`src/rtl/deser_word_aligner.sv`:
```
// rtl/deser_word_aligner.sv - sync-word hunter and WIDTH-bit framer for the recovered serial stream
// Optional macro DESER_POLARITY_DETECT_EN: lock on an inverted sync word and un-invert the payload.
module deser_word_aligner #(
  parameter int               WIDTH        = 8,
  parameter logic [WIDTH-1:0] SYNC_PATTERN = WIDTH'(8'hBC),
  parameter int               FRAME_WORDS  = 4,
  parameter int               LOSS_THRESH  = 3
) (
  input  logic             ref_clk,
  input  logic             rst_n,
  input  logic             bit_in,
  input  logic             bit_valid,
  output logic [WIDTH-1:0] m_axis_tdata,
  output logic             m_axis_tvalid,
  input  logic             m_axis_tready,
  output logic             m_axis_tlast,
  output logic             locked,
  output logic             overflow
`ifdef DESER_POLARITY_DETECT_EN
  ,
  output logic             rx_inverted
`endif
);

  localparam int FW = $clog2(WIDTH + 1);
  localparam int BW = $clog2(WIDTH);
  localparam int WW = $clog2(FRAME_WORDS + 1);
  localparam int MW = $clog2(LOSS_THRESH + 1);

  localparam logic [FW-1:0] FILL_MAX  = FW'(WIDTH);
  localparam logic [FW-1:0] FILL_LOCK = FW'(WIDTH - 1);
  localparam logic [BW-1:0] BIT_LAST  = BW'(WIDTH - 1);
  localparam logic [WW-1:0] SYNC_SLOT = WW'(FRAME_WORDS);
  localparam logic [WW-1:0] LAST_WORD = WW'(FRAME_WORDS - 1);
  localparam logic [MW-1:0] MISS_MAX  = MW'(LOSS_THRESH);

  typedef enum logic [0:0] {
    ST_HUNT   = 1'b0,
    ST_LOCKED = 1'b1
  } state_t;

  state_t           state, state_n;
  logic [WIDTH-1:0] sr, sr_n, sr_next;
  logic [FW-1:0]    fill, fill_n;
  logic [BW-1:0]    bit_cnt, bit_cnt_n;
  logic [WW-1:0]    word_cnt, word_cnt_n;
  logic [MW-1:0]    miss_cnt, miss_cnt_n;
  logic             new_word;
  logic [WIDTH-1:0] new_data;
  logic             new_last;
  logic [WIDTH-1:0] sync_expect;

`ifdef DESER_POLARITY_DETECT_EN
  logic pol, pol_n;
  assign rx_inverted = pol;
  assign sync_expect = pol ? ~SYNC_PATTERN : SYNC_PATTERN;
`else
  assign sync_expect = SYNC_PATTERN;
`endif

  always_comb begin
    sr_next    = {sr[WIDTH-2:0], bit_in};
    state_n    = state;
    sr_n       = sr;
    fill_n     = fill;
    bit_cnt_n  = bit_cnt;
    word_cnt_n = word_cnt;
    miss_cnt_n = miss_cnt;
    new_word   = 1'b0;
    new_last   = (word_cnt == LAST_WORD);
`ifdef DESER_POLARITY_DETECT_EN
    pol_n      = pol;
    new_data   = pol ? ~sr_next : sr_next;
`else
    new_data   = sr_next;
`endif
    if (bit_valid) begin
      sr_n = sr_next;
      case (state)
        ST_HUNT: begin
          fill_n = (fill == FILL_MAX) ? FILL_MAX : fill + 1'b1;
          if (fill >= FILL_LOCK && sr_next == SYNC_PATTERN) begin
            state_n    = ST_LOCKED;
            bit_cnt_n  = '0;
            word_cnt_n = '0;
            miss_cnt_n = '0;
`ifdef DESER_POLARITY_DETECT_EN
            pol_n      = 1'b0;
          end else if (fill >= FILL_LOCK && sr_next == ~SYNC_PATTERN) begin
            state_n    = ST_LOCKED;
            bit_cnt_n  = '0;
            word_cnt_n = '0;
            miss_cnt_n = '0;
            pol_n      = 1'b1;
`endif
          end
        end
        default: begin
          if (bit_cnt == BIT_LAST) begin
            bit_cnt_n = '0;
            if (word_cnt != SYNC_SLOT) begin
              new_word   = 1'b1;
              word_cnt_n = word_cnt + 1'b1;
            end else begin
              word_cnt_n = '0;
              if (sr_next == sync_expect) begin
                miss_cnt_n = '0;
              end else if (miss_cnt + 1'b1 == MISS_MAX) begin
                // Window already holds WIDTH valid bits, so hunting resumes on the very next bit.
                state_n    = ST_HUNT;
                fill_n     = FILL_MAX;
                miss_cnt_n = '0;
              end else begin
                miss_cnt_n = miss_cnt + 1'b1;
              end
            end
          end else begin
            bit_cnt_n = bit_cnt + 1'b1;
          end
        end
      endcase
    end
  end

  always_ff @(posedge ref_clk) begin
    if (!rst_n) begin
      state         <= ST_HUNT;
      sr            <= '0;
      fill          <= '0;
      bit_cnt       <= '0;
      word_cnt      <= '0;
      miss_cnt      <= '0;
      m_axis_tvalid <= 1'b0;
      m_axis_tdata  <= '0;
      m_axis_tlast  <= 1'b0;
      locked        <= 1'b0;
      overflow      <= 1'b0;
`ifdef DESER_POLARITY_DETECT_EN
      pol           <= 1'b0;
`endif
    end else begin
      state    <= state_n;
      sr       <= sr_n;
      fill     <= fill_n;
      bit_cnt  <= bit_cnt_n;
      word_cnt <= word_cnt_n;
      miss_cnt <= miss_cnt_n;
      locked   <= (state_n == ST_LOCKED);
      overflow <= 1'b0;
`ifdef DESER_POLARITY_DETECT_EN
      pol      <= pol_n;
`endif
      // A blocked holding register keeps its word; the newcomer is the one lost.
      if (new_word) begin
        if (m_axis_tvalid && !m_axis_tready) begin
          overflow <= 1'b1;
        end else begin
          m_axis_tvalid <= 1'b1;
          m_axis_tdata  <= new_data;
          m_axis_tlast  <= new_last;
        end
      end else if (m_axis_tvalid && m_axis_tready) begin
        m_axis_tvalid <= 1'b0;
      end
    end
  end

endmodule

```
`config.mk`:
```
export PLATFORM = sky130hd
export DESIGN_NAME = deser_word_aligner
export DESIGN_NICKNAME = d
export VERILOG_FILES = /design/src/rtl/deser_word_aligner.sv
export SDC_FILE = /design/constraint.sdc
export NUM_CORES = 1
export LEC_CHECK = 0
export ABC_AREA = 1
export BUFFER_PORTS_ARGS = -buffer_cell sky130_fd_sc_hd__buf_2
export CAP_MARGIN = 10
export CORE_MARGIN = 3
export CORE_UTILIZATION = 54
export DETAILED_ROUTE_END_ITERATION = 6
export PLACE_DENSITY_LB_ADDON = 0.12
export SLEW_MARGIN = 0
export SYNTH_ARGS = -nofsm -noshare
export SYNTH_HDL_FRONTEND = slang
export SYNTH_SLANG_ARGS = --single-unit
```
`constraint.sdc`:
```
create_clock -name ref_clk -period 1.5 [get_ports ref_clk]
set_input_delay 0.15 -clock ref_clk [delete_from_list [all_inputs] [get_ports ref_clk]]
set_output_delay 0.15 -clock ref_clk [all_outputs]
set_load 0.005 [all_outputs]
```
**Word-level counts from Yosys, hierarchy flattened**

Cells that the tools add are included.

- Register bits: 31
- Word-level logic and storage cells: 72

- $add $sub $neg: 4
- Order comparisons: 1
- Equality and inequality tests: 11
- Multiplexer cells: 32
- Bitwise operators: 1
- Reductions and logical operators: 13

Operators by type and width:

| operator | count |
|---|---|
| two-way mux 4 bit | 6 |
| two-way mux 3 bit | 6 |
| two-way mux 1 bit | 14 |
| two-way mux 2 bit | 6 |
| == test 8 bit (second input constant) | 1 |
| AND reduction 2 bit | 4 |
| adder 3 x 1 -> 3 bit (second input constant) | 2 |
| inequality test 2 bit (second input constant) | 3 |
| AND reduction 5 bit | 1 |
| adder 4 x 1 -> 4 bit (second input constant) | 1 |
| == test 4 bit (second input constant) | 1 |
| >= comparator 4 x 3 -> 1 bit (second input constant) | 1 |
| inequality test 2 x 1 -> 1 bit (second input constant) | 2 |
| AND reduction 4 bit | 1 |
| nonzero test 2 bit | 2 |
| == test 3 x 2 -> 1 bit (second input constant) | 1 |
| == test 3 bit (second input constant) | 1 |
| logical AND 1 bit | 3 |
| inequality test 3 bit (second input constant) | 1 |
| AND reduction 3 bit | 1 |
| adder 2 x 1 -> 2 bit (second input constant) | 1 |
| == test 2 bit (second input constant) | 1 |
| logical NOT 1 bit | 1 |
| NOT 1 bit | 1 |

**Logic depth before layout (Yosys ltp)**

- Word-level depth: 7
- Gate-level depth with buffers: 10

**Worst setup path after synthesis**

Ideal clock, no wire load.

- Path type: register to register
- Start point: register bit_cnt[0]
- End point: register m_axis_tdata[3]
- Data arrival time: 1292 ps
- Required time: 1434 ps
- Path slack: 142 ps
- Stages on the path, launching flop included: 8
- Buffers on the path: 1
- Path through: dfxtp_1 -> ha_1 -> ha_1 -> nand4_2 -> a21oi_4 -> buf_6 -> o21ai_1 -> a21oi_2

- Cells in the longest elaborated chain, start to end: 5

Ends and longest elaborated chain:

| element | RTL line | text |
|---|---|---|
| from (decl) | 45 | `logic [BW-1:0] bit_cnt, bit_cnt_n;` |
| from (signal assigned) | 145 | `bit_cnt <= bit_cnt_n;` |
| == test 3 bit | 99 | `if (bit_cnt == BIT_LAST) begin` |
| two-way mux 1 bit | 99 |  |
| two-way mux 1 bit | 79 | `case (state)` |
| two-way mux 1 bit | 77 | `if (bit_valid) begin` |
| AND reduction 2 bit (no line) | -- |  |
| to (signal assigned) | 159 | `m_axis_tdata <= new_data;` |
| to (decl) | 13 | `output logic [WIDTH-1:0] m_axis_tdata,` |

No other way between the ends.
A chain may end at the register's enable or synchronous reset.

**Final worst setup path**

- Start point: register bit_cnt[0]
- End point: register m_axis_tdata[2]

Same word-level chain as after synthesis.

==> metrics.cfg <==
[synthesis]
synthesis.nets = 205
synth_top_area_cell = dfxtp_1
synth_top_area_frac = 0.4339
syn_inst = 192
yosys_warnings = 0
synth-seq-cells = 31
syn-cell-area_mm2 = 0.001430
synth_area_leaders = dfxtp_1 43%, nand2_1 11%, nor2_1 7.1%, ha_1 7.0%, a21oi_1 6.3%
synth_seq_area_share = 0.4339
ys_types = 22
avgSynthCellArea_um2 = 7.449

[finish]
fillers = 205
final_util = 0.6942
final_cell_mix = 36 x nand2_1, 26 x nor2_1, 26 x dfxtp_1
stdcell_area_mm2 = 0.001735
drive_gt1_frac = 0.2682
fin_nets = 232
syn_to_final_growth_pct = 21.35
diodes = 0
final_common_cell = nand2_1
instances_no_fill = 250

[sta]
worst_pin_slew_ns = 0.2996
holdWs_ns = 0.1055
fin_ws_ns = 0.06897
hold_viol = 0
max_freq_mhz = 698.8
slew_headroom = 0.7990
finClkSkew_ns = 0.009613
setup_viol = 0
drv_slew = 0
min_period_over_period = 0.9540
fin_setup_tns_ns = 0
period_needed_ns = 1.431

[drt]
drt_iter0_drc = 58
drtPass1Iterations = 4
drt.antenna.violating_nets = 0
dr_total_vias = 1326
wirelength_um = 3238
viasPerCell = 5.304
post_drt_wl_per_cell_um = 12.95
drc = 0

[floorplan]
row_count = 18
dieArea_mm2 = 0.003302
pin_count = 17
core-area_mm2 = 0.002500
die_height_um = 57.46
start_util = 0.5721
die_w_um = 57.46

[clocking]
clockBufferDepth = 2
path_clk_slew_ns = 0.09
clock_sink_count = 31
cts_root_buffer = clkbuf_4
numCtsBuffers = 5
cts_tree = done
cts_max_level = 2
insertion_delay_ns = 0.33

[power_and_ir_drop]
p_total_mw = 1.480
worst_ir_drop_vdd_uv = 731.7
powerDensity_mw_per_mm2 = 853.0
leakage_nw = 0.7872

[setup_path]
worst-path-buf-inv = 1
path_cells = ha_4 > ha_4 > nand4_4 > a21oi_4 > buf_6 > o21ai_0 > a21oi_1
reg2reg_depth = 7
cp_max_fo = 8
slowest_delay_ns = 0.38
reg2reg_from = bit_cnt[0]
r2r_slack_ns = 0.07
cp.required_ns = 1.76
crit_type = reg -> reg
crit_family = compound AO/OA/AOI/OAI gates
worstReg2RegEnd = m_axis_tdata[2]
crit_path_frequent_cell = ha_4
arrival_ns = 1.70
slowest_stage = dfxtp_2
end_kind = flip-flop
startpoint_type = flip-flop

[outcome]
status = finished clean

[placement]
post-dp-hpwl_um = 2198
placed_cell_area_mm2 = 0.001559
pre_cts_ws_ns = -0.03588
gp_congestion = 0.8053
dp_cells = 239
portBuffers = 16

[hold_path]
hold_class = in -> reg
hp-start = bit_in
whs_path_depth = 3
holdPathEnd = m_axis_tdata[0]

[grt]
grt_overflow_total = 0
grt_use_total = 0.2080
grt_pass1_wl_um = 5257
grt_pass1_vias = 1219
grt_antenna_before_repair = 0
grt_max_degree = 21

[run]
maxCapViolCount = 0

==> layer usage <==
layer  GRT usage  routed length, µm
met5           0                  0
met4     0.09934                 96
met3     0.06787                148
met2      0.3339               1525
met1      0.2500               1467
==> Yosys cell counts (all sizes together) <==
library cell / count
nor2: 29
buf: 2
xor2: 1
nand4: 2
o21ai: 18
nand3: 9
nand3b: 1
dfxtp: 31
or2: 1
inv: 19
a21oi: 21
clkbuf: 3
ha: 8
nor3: 2
nand2: 44
clkinv: 1
==> tightest hold or removal path, delay by kind of cell <==
kind | cells | cell delay, ns
AOI/OAI and AO/OA | 1 | 0.12
buffers and inverters | 2 | 0.14
==> what timing repair did <==
action | CTS | global route
resized for setup | 7 | 18
hold buffers | 0 | 0
buffers inserted | 1 | 2
pin swaps | 0 | 3
endpoints found under the setup margin | 5 | 18
==> kinds of logic (layout without fill, tap and decap cells) <==
group / Yosys count / count (layout) / synth area share
adder cells (fa/ha/maj): 8 / 8 / 0.06999
XOR/XNOR: 1 / 1 / 0.006125
AO/OA/AOI/OAI: 39 / 39 / 0.1496
buffers and inverters: 25 / 53 / 0.07786
flip-flops: 31 / 31 / 0.4339
AND/OR/NAND/NOR: 88 / 88 / 0.2625
==> power by group <==
group	leakage, nW	internal, mW	total, mW	switching (mW)
clock network	0.0386	0.276	0.553	0.277
registers	0.254	0.839	0.852	0.0134
logic	0.494	0.0264	0.0753	0.0489
total	0.787	1.14	1.48	0.340
==> worst max path at each step <==
stage / cells past startpoint / end / slack [ns] / startpoint
final: 7 / m_axis_tdata[2] / 0.07 / bit_cnt[0]
after global routing: 7 / m_axis_tdata[2] / -0.02 / bit_cnt[0]
after CTS: 7 / m_axis_tdata[2] / 0.01 / bit_cnt[0]
after detailed placement: 7 / m_axis_tdata[2] / -0.04 / bit_cnt[0]
after global placement: 8 / m_axis_tdata[2] / 0.06 / word_cnt[0]
after floorplan: 7 / m_axis_tdata[3] / 0.14 / bit_cnt[0]
==> registers in the layout (all words and copies together), names as in the netlist <==
name	count
m_axis_tdata	8
sr	7
fill	4
bit_cnt	3
word_cnt	3
miss_cnt	2
m_axis_tlast	1
m_axis_tvalid	1
overflow	1
state	1
==> final cells by class <==
| class | instances | area (µm²) | area share |
|---|---|---|---|
| Sequential cell | 31 | 629.4 | 0.3627 |
| Inverter | 20 | 77.57 | 0.04470 |
| Tap cell | 30 | 37.54 | 0.02163 |
| Timing Repair Buffer | 25 | 155.1 | 0.08940 |
| Clock buffer | 8 | 68.82 | 0.03965 |
| Multi-Input combinational cell | 136 | 767.0 | 0.4420 |
No activity file was read; power rests on OpenSTA's default activity.
